--- src/rtl/color_expand.sv ---
// Reduced-depth RGB to 24-bit RGB expander: per-channel MSB bit replication behind
// a two-stage valid/ready pipeline, with depth changes latched at start of frame.
module color_expand (
    input  logic        clk,
    input  logic        reset,
    input  logic        select,
    input  logic [1:0]  selector,
    input  logic [2:0]  inputVal,
    input  logic [23:0] codeRGB,
    input  logic        sof,
    input  logic        in_valid,
    output logic        in_ready,
    output logic [23:0] uptRGB,
    output logic        out_valid,
    input  logic        out_ready
);

    // Depth codes packed as {R,G,B} 3-bit fields; code c means depth k = c+1.
    logic [8:0]  pend_q, pend_d;
    logic [8:0]  act_q, act_d;
    logic [8:0]  k_in;
    logic [8:0]  s1_k_q;
    logic [23:0] s1_pix_q;
    logic        s1_valid_q;
    logic [23:0] upt_q;
    logic [23:0] expanded;
    logic        out_valid_q;
    logic        s2_adv;
    logic        accept;
    logic        frame_start;

    // Replicate the k valid bits from the MSB downwards to fill 8 bits.
    function automatic logic [7:0] expand_chan(input logic [7:0] c, input logic [2:0] code);
        logic [7:0] r;
        case (code)
            3'd0:    r = {8{c[0]}};
            3'd1:    r = {4{c[1:0]}};
            3'd2:    r = {c[2:0], c[2:0], c[2:1]};
            3'd3:    r = {2{c[3:0]}};
            3'd4:    r = {c[4:0], c[4:2]};
            3'd5:    r = {c[5:0], c[5:4]};
            3'd6:    r = {c[6:0], c[6]};
            default: r = c;
        endcase
        expand_chan = r;
    endfunction

    assign s2_adv      = !out_valid_q || out_ready;
    assign in_ready    = !s1_valid_q || s2_adv;
    assign accept      = in_valid && in_ready;
    assign frame_start = accept && sof;

    // Channel gi = 0 is R (top byte); field position mirrors the pixel byte order.
    generate
        for (genvar gi = 0; gi < 3; gi++) begin : g_chan
            localparam int FLD = 3 * (2 - gi);
            localparam int BYT = 8 * (2 - gi);
            logic write_ch;

            assign write_ch = select && ((selector == 2'(gi)) || (selector == 2'd3));
            // A write in the same cycle as an sof acceptance reaches act via pend_d.
            assign pend_d[FLD +: 3]   = write_ch ? inputVal : pend_q[FLD +: 3];
            assign act_d[FLD +: 3]    = frame_start ? pend_d[FLD +: 3] : act_q[FLD +: 3];
            assign k_in[FLD +: 3]     = sof ? pend_d[FLD +: 3] : act_q[FLD +: 3];
            assign expanded[BYT +: 8] = expand_chan(s1_pix_q[BYT +: 8], s1_k_q[FLD +: 3]);
        end
    endgenerate

    always_ff @(posedge clk or negedge reset) begin
        if (!reset) begin
            pend_q      <= 9'h1FF;
            act_q       <= 9'h1FF;
            s1_k_q      <= 9'h1FF;
            s1_pix_q    <= 24'h000000;
            s1_valid_q  <= 1'b0;
            upt_q       <= 24'h000000;
            out_valid_q <= 1'b0;
        end else begin
            pend_q <= pend_d;
            act_q  <= act_d;
            if (in_ready) begin
                s1_valid_q <= in_valid;
                if (accept) begin
                    s1_pix_q <= codeRGB;
                    s1_k_q   <= k_in;
                end
            end
            if (s2_adv) begin
                out_valid_q <= s1_valid_q;
                if (s1_valid_q) begin
                    upt_q <= expanded;
                end
            end
        end
    end

    assign uptRGB    = upt_q;
    assign out_valid = out_valid_q;

endmodule

--- config.mk ---
export PLATFORM = sky130hd
export DESIGN_NAME = color_expand
export DESIGN_NICKNAME = d
export VERILOG_FILES = /design/src/rtl/color_expand.sv
export SDC_FILE = /design/constraint.sdc
export NUM_CORES = 1
export LEC_CHECK = 0
export ABC_AREA = 1
export CORE_UTILIZATION = 35
export CTS_CLUSTER_SIZE = 40
export DETAILED_ROUTE_END_ITERATION = 10
export DONT_BUFFER_PORTS = 1
export SYNTH_ARGS = -nofsm -noshare
export SYNTH_HDL_FRONTEND = slang
export SYNTH_SLANG_ARGS = --single-unit
--- constraint.sdc ---
create_clock -name clk -period 1.3 [get_ports clk]
set_input_delay 0.195 -clock clk [delete_from_list [all_inputs] [get_ports clk]]
set_output_delay 0.195 -clock clk [all_outputs]
set_load 0.01 [all_outputs]
==> impl_metrics.yaml <==
run_status:
  status: "complete, but fails checks"
  failed_checks: "DRC, hold timing, setup timing"
sta:
  layout_setup_ws_ns: -0.126
  worst_tran_pin_value_ns: 0.361
  setup-violations-final: 24
  setup_total_negative_slack_ns: -1.82
  timing.final.crit_share: 1.10
  maxClockFrequency_ghz: 0.701
  timing_max_transition_violations_final: 0
  hold_ws_ns: -0.453
  grt_setup_unrepaired: "true"
  timing.slew.headroom: 0.757
  fin_crit_ns: 1.43
  fin_skew_ns: 0.00615
  finalHoldViolations: 77
power_and_ir_drop:
  static-leakage-power_nw: 2.76
  max-vdd-ir-drop_v: 0.000688
  powerDensity_nw_per_um2: 1790
critical_path:
  cp-end-kind: "flip-flop"
  critPathArrivalTime_ns: 1.66
  critPathLaunchType: "flip-flop"
  worstPathCellList: "inv_2 -> buf_4 -> nand4_1 -> nand2_1 -> nor2_1 -> nand3_1 -> nand2_1 -> nand2_1"
  timing.critical_path.fanout_max: 8
  regToRegStartpoint: "s1_k_q[6]"
  critical_path.startpoint: "s1_k_q[6]"
  worst_path_max_delay_cell: "sky130_fd_sc_hd__dfstp_2"
  worstSetupPathType: "flip-flop to flip-flop"
  critical-path-max-stage-delay_ns: 0.63
  worstPathRequired_ns: 1.54
  timing.critical_path.mode_cell: "sky130_fd_sc_hd__nand2_1"
clocking:
  cts.hold.buffers_added: 13
  clkTransAtPathRegs_ns: 0.06
  cts_sinks: 77
  insertion_delay_ns: 0.34
  cts.root.buffer_cell: "sky130_fd_sc_hd__clkbuf_16"
  h_tree_depth: 3
  cts_buffer_depth: 2
  cts_buffers: 9
  clock_tree_from_tritoncts: "yes"
cells_and_area:
  layout.cells.most_common: "sky130_fd_sc_hd__nand2_1"
  finish.utilization: 0.487
  diodes: 0
  area.growth.synth_to_final_pct: 33.3
  post_route_cells_drive_above_1_share: 0.287
  most-common-layout-cells: "sky130_fd_sc_hd__nand2_1, sky130_fd_sc_hd__nor2_1, sky130_fd_sc_hd__dfrtp_1"
  fillCellCount: 1139
  num-nets-final: 677
synthesis:
  netlist-cell-type-count: 27
  mappedNetlistNets: 614
  yosys.area.top_type_share: 0.295
  yosys.area.top_type: "sky130_fd_sc_hd__dfrtp_1"
  synth_area_sq_um: 4250
  yosys_warnings: 0
  syn_avg_cell_area_sq_um: 7.37
  syn_inst: 576
  ys_seq_elements: 77
  seq_area_frac_synth: 0.462
  synthTopCellsByArea: "sky130_fd_sc_hd__dfrtp_1, sky130_fd_sc_hd__dfstp_2, sky130_fd_sc_hd__nand2_1, sky130_fd_sc_hd__nor2_1, sky130_fd_sc_hd__nand3_1"
die:
  rows: 39
  io_pins: 61
  fp.dieArea_sq_um: 12600
  die_height_microns: 112
  core_area_sq_um: 11600
  floorplan.initialDensity: 0.366
  fp.dieW_microns: 112
grt:
  globalRoute.totalOverflow: 0
  maximum_number_of_pins_on_one_net_before_global_route_repair: 78
  antenna_found_initial: 0
  grt_first_pass_wirelength_mm: 19.7
  first_global_vias: 3961
  grt_util_all_layers: 0.199
routing:
  drc_errors: 3
  drtAntennaViolNets: 0
  vias: 4024
  route.final.wire_length_mm: 12.1
  avgRoutedWirePerCell_microns: 15.4
  via_per_inst: 5.11
  drt-initial-drc-count: 197
  drtPass1Iterations: 10
flow_run:
  drv_cap: 0
placement:
  hpwl_mm: 7.92
  buffers_on_ports: 0
  gp_congestion: 0.902
hold_path:
  hold_path.class: "primary input to asynchronous set/reset pin"
-- timing repair --
action / CTS / global route
cloned: 1 / 1
setup buffers: 10 / 10
gates resized for setup: 65 / 51
setup endpoints to repair: 45 / 45
hold endpoints to repair: 90 / 77
pin swaps: 17 / 21
-- routing by layer --
layer  GRT usage  vias up  part of all wire
met2       0.325      127              0.48
met1       0.254     1893              0.44
met5           0        -                 0
met3      0.0486       23             0.048
met4      0.0809        0             0.026
li1            -     1981                 -
-- cell usage after synthesis (all sizes together) --
cell,n
nand3,43
nand2,180
o21bai,1
dfstp,27
and3,1
buf,17
a31oi,1
ha,3
o211ai,9
a21oi,33
mux2,8
dfrtp,50
o21ai,36
nand3b,5
inv,53
clkbuf,4
nand4,14
nor2,88
nor3,3
-- worst paths after layout --
kind                           endpoint  slack (ns)  depth (start not counted)
hold reg to reg                act_q[1]        0.49                          2
setup / recovery             uptRGB[19]       -0.13                          8
setup reg to reg             uptRGB[19]       -0.13                          8
min in group clk            s1_pix_q[3]        0.01                          2
hold / removal             s1_pix_q[16]       -0.45                          0
max in group asynchronous     s1_k_q[4]        1.55                          0
-- cell type report --
cell class | count | area, sq um | area share
clock buffer | 14 | 307 | 0.0542
tap | 143 | 179 | 0.0316
multi-input combinational | 426 | 2320 | 0.409
timing repair buffer | 72 | 674 | 0.119
sequential | 77 | 1960 | 0.346
inverter | 53 | 214 | 0.0378
clock inverter | 2 | 10.0 | 0.00177
-- cells by family (layout without fill, tap and decap cells) --
kind of cell	after synthesis	count (layout)	synth area share
AND/OR/NAND/NOR	334	335	0.331
AO/OA/AOI/OAI	80	80	0.100
flip-flops	77	77	0.462
buffers and inverters	74	141	0.0772
multiplexers	8	8	0.0212
adder cells (fa/ha/maj)	3	3	0.00884
-- critical path: cells and delay by family, from the launching register on --
| family | cells | cell delay, ns |
|---|---|---|
| DFF | 1 | 0.63 |
| and+or+nand+nor | 6 | 0.44 |
| buffers and inverters | 2 | 0.24 |
-- through the flow --
stage	cells	setup slack (ns)	hold slack (ns)	cell area, sq um	total power, W
finish	787	-0.126	-0.453	5660	0.0101
global route	787	-0.198	-0.470	5660	0.0108
CTS	776	-0.0854	-0.471	5380	0.00976
detailed placement	736	-0.122	-0.0963	4620	0.00662
global placement	736	-0.126	-0.0959	4620	0.00663
floorplan	576	0.0186	-0.101	4260	0.00574
-- sequential cells by signal, indices dropped and copies added, names as in the netlist --
signal,count
uptRGB,24
out_valid,1
s1_valid_q,1
s1_pix_q,24
act_q,9
s1_k_q,9
pend_q,9
-- where the power goes --
group	switching, W	internal, W
clock network	0.000997	0.00162
logic	0.00202	0.00149
registers	0.000782	0.00319
(Power assumes the default switching activity.)
